`config.mk`:
```
export PLATFORM = sky130hd
export DESIGN_NAME = bitmatrix_gen_flat
export DESIGN_NICKNAME = d
export VERILOG_FILES = /design/src/rtl/bitmatrix_gen_if.sv /design/src/rtl/bitmatrix_gen.sv /design/src/flat_wrapper.sv
export SDC_FILE = /design/constraint.sdc
export NUM_CORES = 1
export LEC_CHECK = 0
export BUFFER_PORTS_ARGS = -buffer_cell sky130_fd_sc_hd__buf_4
export CORE_MARGIN = 4
export CORE_UTILIZATION = 51
export CTS_CLUSTER_SIZE = 16
export DETAILED_ROUTE_END_ITERATION = 6
export PLACE_DENSITY = 0.87
export RECOVER_POWER = 25
export SKIP_LAST_GASP = 1
export SLEW_MARGIN = 20
export SYNTH_ARGS = -nofsm -noshare
export SYNTH_HDL_FRONTEND = slang
export SYNTH_SLANG_ARGS = --single-unit
```
`constraint.sdc`:
```
create_clock -name clk -period 1.85 [get_ports clk]
set_clock_uncertainty 0.1 [all_clocks]
set_input_delay 0.37 -clock clk [delete_from_list [all_inputs] [get_ports clk]]
set_output_delay 0.37 -clock clk [all_outputs]
set_load 0.02 [all_outputs]
```
`src/rtl/bitmatrix_gen_if.sv`:
```
// Handshake bundle between the coefficient store (master) and the
// bitmatrix generator (slave): one element in, one W x W matrix out.
interface bitmatrix_gen_if #(
  parameter int W    = 3,
  parameter int ID_W = 4
);
  logic            in_valid;
  logic            in_ready;
  logic [W-1:0]    in_elem;
  logic [ID_W-1:0] in_id;
  logic            out_valid;
  logic            out_ready;
  logic [W*W-1:0]  mat_rows;
  logic [ID_W-1:0] out_id;
  logic            busy;

  modport master (
    output in_valid, in_elem, in_id, out_ready,
    input  in_ready, out_valid, mat_rows, out_id, busy
  );

  modport slave (
    input  in_valid, in_elem, in_id, out_ready,
    output in_ready, out_valid, mat_rows, out_id, busy
  );
endinterface

```
`src/rtl/bitmatrix_gen.sv`:
```
// Builds the GF(2^W) multiply bitmatrix of one element, one column per cycle,
// by repeated multiply-by-x modulo POLY; holds the result until accepted.
module bitmatrix_gen #(
  parameter int         W    = 3,
  parameter logic [W:0] POLY = 4'b1011,
  parameter int         ID_W = 4
) (
  input  logic            clk,
  input  logic            rst_n,
  bitmatrix_gen_if.slave  bus
);

  localparam int CNT_W = (W > 2) ? $clog2(W) : 1;

  typedef enum logic [1:0] {IDLE, GEN, DONE} state_t;

  state_t            state_q;
  logic [W-1:0]      acc_q;
  logic [CNT_W-1:0]  cnt_q;
  logic [W*W-1:0]    mat_q, mat_d;
  logic [ID_W-1:0]   id_q;
  logic              out_valid_q;

  // Multiply by x and reduce; the bit shifted out of the top folds back in via POLY.
  function automatic logic [W-1:0] xtime(input logic [W-1:0] a);
    return {a[W-2:0], 1'b0} ^ (a[W-1] ? POLY[W-1:0] : '0);
  endfunction

  // Column cnt of the matrix is e*x^cnt, i.e. bit i of acc lands in row i.
  always_comb begin
    // NOTE: default assignment first so every path drives mat_d and no latch is inferred.
    mat_d = mat_q;
    for (int i = 0; i < W; i++) begin
      for (int j = 0; j < W; j++) begin
        if (cnt_q == CNT_W'(j)) mat_d[i*W + j] = acc_q[i];
      end
    end
  end

  // NOTE: all state updates use non-blocking assignments so every register samples pre-edge values.
  always_ff @(posedge clk or negedge rst_n) begin
    if (!rst_n) begin
      state_q     <= IDLE;
      acc_q       <= '0;
      cnt_q       <= '0;
      mat_q       <= '0;
      id_q        <= '0;
      out_valid_q <= 1'b0;
    end else begin
      case (state_q)
        IDLE: begin
          if (bus.in_valid) begin
            acc_q   <= bus.in_elem;
            id_q    <= bus.in_id;
            cnt_q   <= '0;
            mat_q   <= '0;
            state_q <= GEN;
          end
        end
        GEN: begin
          mat_q <= mat_d;
          acc_q <= xtime(acc_q);
          cnt_q <= cnt_q + 1'b1;
          if (cnt_q == CNT_W'(W-1)) begin
            state_q     <= DONE;
            out_valid_q <= 1'b1;
          end
        end
        DONE: begin
          // in_valid is deliberately ignored here; the next accept waits for IDLE.
          if (bus.out_ready) begin
            out_valid_q <= 1'b0;
            state_q     <= IDLE;
          end
        end
        default: state_q <= IDLE;
      endcase
    end
  end

  assign bus.in_ready  = (state_q == IDLE);
  assign bus.busy      = (state_q != IDLE);
  assign bus.out_valid = out_valid_q;
  assign bus.mat_rows  = mat_q;
  assign bus.out_id    = id_q;

endmodule
```
`src/flat_wrapper.sv`:
```
// flat-port wrapper written by rule: the top's interface ports become plain ports
module bitmatrix_gen_flat 
#(
  parameter int         W    = 3,
  parameter logic [W:0] POLY = 4'b1011,
  parameter int         ID_W = 4
)
  (clk, rst_n, bus_in_valid, bus_in_elem, bus_in_id, bus_out_ready, bus_in_ready, bus_out_valid, bus_mat_rows, bus_out_id, bus_busy);
  bitmatrix_gen_if #(.W(W), .ID_W(ID_W)) bus_i ();
  input  logic clk;
  input  logic rst_n;
  input wire logic [$bits(bus_i.in_valid)-1:0] bus_in_valid;
  input wire logic [$bits(bus_i.in_elem)-1:0] bus_in_elem;
  input wire logic [$bits(bus_i.in_id)-1:0] bus_in_id;
  input wire logic [$bits(bus_i.out_ready)-1:0] bus_out_ready;
  output wire logic [$bits(bus_i.in_ready)-1:0] bus_in_ready;
  output wire logic [$bits(bus_i.out_valid)-1:0] bus_out_valid;
  output wire logic [$bits(bus_i.mat_rows)-1:0] bus_mat_rows;
  output wire logic [$bits(bus_i.out_id)-1:0] bus_out_id;
  output wire logic [$bits(bus_i.busy)-1:0] bus_busy;
  assign bus_i.in_valid = bus_in_valid;
  assign bus_i.in_elem = bus_in_elem;
  assign bus_i.in_id = bus_in_id;
  assign bus_i.out_ready = bus_out_ready;
  assign bus_in_ready = bus_i.in_ready;
  assign bus_out_valid = bus_i.out_valid;
  assign bus_mat_rows = bus_i.mat_rows;
  assign bus_out_id = bus_i.out_id;
  assign bus_busy = bus_i.busy;
  bitmatrix_gen #(.W(W), .POLY(POLY), .ID_W(ID_W)) u_core (.clk(clk), .rst_n(rst_n), .bus(bus_i));
endmodule
```
==> parameters.txt <==
Parameter                              Value

Cells and area
  Layout overhead on the synthesized area ... 23.1%
  Final design instance area without fill ... 0.00127 mm²
  Non-Filler Instances ... 141
  Final design utilization ... 65.6%
  Fraction of final layout cells sized beyond drive strength 1 ... 37.7%
  Count of nets after finishing ... 129
  Antenna cells ... 0
  Filler Cell Count ... 174

STA
  Total of endpoints with negative setup slack in the final report ... 0
  Slew of the pin with the lowest slew margin ... 1.11 ns
  Count of final hold-check violations ... 0
  Achievable clock frequency ... 0.582 GHz
  Pins over their slew limit ... 0
  Total negative slack ... 0 ns
  Minimum clock period after layout ... 1.72 ns
  Setup repair after global routing missed its margin ... false
  Worst Hold Margin ... 0.165 ns
  Relative slew slack ... 26.2%
  Fin worst setup slack ... 0.132 ns
  Tcrit/Tclk final ... 92.9%

Synth
  Most frequently used cell type in the post-synthesis netlist ... dfrtp_1
  Post-synthesis simple-gate area fraction ... 8.83%
  Number of register bits inferred by synthesis ... 21
  Area share of xor/xnor cells in the synthesized design ... 0.846%
  Ranking of synthesized cells by area ... dfrtp_1, mux2_2, a22o_1, nor2b_1, ha_1
  Leading area contributor after synthesis ... dfrtp_1
  Asr flop ratio synth ... 100%
  Count of synthesis-stage warnings from yosys ... 0
  Number of enable-type register cells in the synthesized netlist ... 0
  Dominant combinational cell family by area after synthesis ... compound AO/OA/AOI/OAI gates
  Post-synthesis compound-gate area fraction ... 19.3%
  Yosys top cell area share ... 50.8%
  Syn Area/Cell ... 12.0 µm²
  Mux contribution to synthesized area ... 12.0%
  Unique masters post-synth ... 18
  Fraction of the yosys area taken by sequential cells ... 50.8%
  Synthesized-area fraction occupied by adder cells ... 3.63%
  Cell count after synthesis ... 86
  Netlist area before placement ... 0.00103 mm²
  Top cells by count, synth ... dfrtp_1, a22o_1, mux2_2, nor2b_1, a21oi_1
  Mapped Nets ... 100
  Top_reg_cell synth ... dfrtp_1

Placed design
  Cell Area, Placed ... 0.00124 mm²
  Placed Cells ... 136
  DP HPWL ... 1.49 mm
  Worst setup timing slack at the placement stage ... 0.321 ns
  Number of buffer cells added on primary ports ... 26
  Routability Congestion ... 0.751

Global route
  Overall fraction of global-route tracks in use ... 16.0%
  First-pass GRT wire length ... 3.16 mm
  GRT Residual Overflow ... 0
  Pin count of the biggest net entering global routing ... 22
  Initial antenna violation count ... 0
  Via count of the first global-routing pass ... 723

Die
  Width of the die ... 53.0 µm
  Die height ... 53.0 µm
  Number of top-level pins ... 27
  Number of standard-cell rows in the floorplan ... 16
  Initial cell density of the core ... 53.3%
  CORE AREA ... 0.00194 mm²
  Die Area ... 0.00281 mm²

Hold path
  Worst hold-check path type ... in2reg

Clock network
  Clock tree buffer depth ... 2
  CTS tree ... yes
  Clk pin slew, worst setup/hold paths ... 0.11 ns
  Clk Tree Root Cell ... clkbuf_4
  Sinks on Clock Net ... 21
  H-tree levels ... 1
  Inserted Clock Buffers ... 3
  Worst-Skew Late Latency ... 0.30 ns
  Setup fix buffers added after clock tree synthesis ... 0

Worst setup path
  Biggest fanout along the worst timing path ... 13
  Data arrival time of the critical path ... 1.25 ns
  WP data required ... 1.38 ns
  Nature of the critical path endpoint ... primary output
  Kind of critical path ... reg2out
  Sort of element at the start of the critical path ... register

Drt
  Wirelength per Cell ... 14.1 µm
  Router iterations before antenna repair ... 4
  Final routed DRC violation total ... 0
  Average vias per placed instance ... 5.24
  Vias post-DR ... 739
  Final ANT Viol Nets ... 0
  DRT iter0 DRCs ... 7
  Total wire length ... 1.99 mm

Pwr
  Power density of the placed cells ... 1860 mW/mm²
  Max VDD drop ... 0.000933 V
  Final total power ... 2.37 mW
  Leakage power total ... 0.617 nW

Run
  Max cap viols ... 0

Status
  Outcome ... complete, no violations
cells by family after synthesis:
logic type      count (synthesis)
flops                          21
simple gates                   16
buf+inv                         8
xor+xnor                        1
mux                            11
compound gates                 26
fa+ha+maj                       3
cell usage in the layout, fill, tap and decap left out:
master,synthesis,layout
buf_4,0,26
dfrtp_1,21,21
a22o_1,13,13
mux2_2,11,11
nor2b_1,8,8
a21oi_1,5,5
inv_1,4,4
o21ai_0,4,4
a22oi_1,3,3
ha_1,3,3
clkbuf_4,0,3
nand2_1,2,2
nor2_1,3,2
clkbuf_1,0,2
nor2_2,0,1
o21bai_4,1,1
and2_4,1,1
nand2b_1,1,1
xor2_1,1,1
and2b_1,1,1
dlygate4sd3_1,0,1
worst max-delay path, stage by stage (launching register included):
cell and delay (ns):
dfrtp_1 0.54, nor2_2 0.20, inv_1 0.05, buf_4 0.15
routing by layer:
layer,routed length (µm),GRT usage [%],vias up
met3,141,3.10,5
met2,862,23.6,23
met5,0,0,-
met4,47,10.2,0
met1,939,21.3,346
li1,-,-,365
path summary, 6_finish.rpt:
| check | startpoint | end | slack [ns] | depth (start not counted) |
|---|---|---|---|---|
| max | u_core.state_q[1] | bus_busy | 0.13 | 3 |
| min in group asynchronous | rst_n | u_core.acc_q[2] | 0.69 | 2 |
| min | bus_out_ready | u_core.state_q[1] | 0.16 | 2 |
| max reg2reg | u_core.state_q[1] | u_core.bus.mat_rows[6] | 0.31 | 3 |
| min reg2reg | u_core.bus.out_id[3] | u_core.bus.out_id[3] | 0.42 | 1 |
| max in group asynchronous | rst_n | u_core.bus.mat_rows[7] | 0.31 | 2 |
registers in the layout (all words and copies together), names as in the netlist:
signal / count
u_core.state_q: 2
u_core.bus.mat_rows: 9
u_core.acc_q: 3
u_core.bus.out_id: 4
u_core.cnt_q: 2
u_core.bus.out_valid: 1
report_power, final:
group	total, mW	internal, mW	switching, mW
clock	0.214	0.0841	0.130
sequential	0.852	0.666	0.186
combinational	1.31	0.660	0.646
total	2.37	1.41	0.962
final cells by class:
cell class	count	area (µm²)	area share [%]
clock buffer	4	26.3	2.06
multi-input combinational	57	464	36.4
sequential	21	526	41.3
timing repair buffer	28	209	16.4
inverter	4	15.0	1.18
tap	27	33.8	2.65
repair_timing:
item	4_1_cts	5_1_grt
endpoints found under the setup margin	0	1
resized for setup	0	1
hold buffers	1	0
endpoints found under the hold margin	21	0
Note: power is estimated with default switching activity, not from simulation.
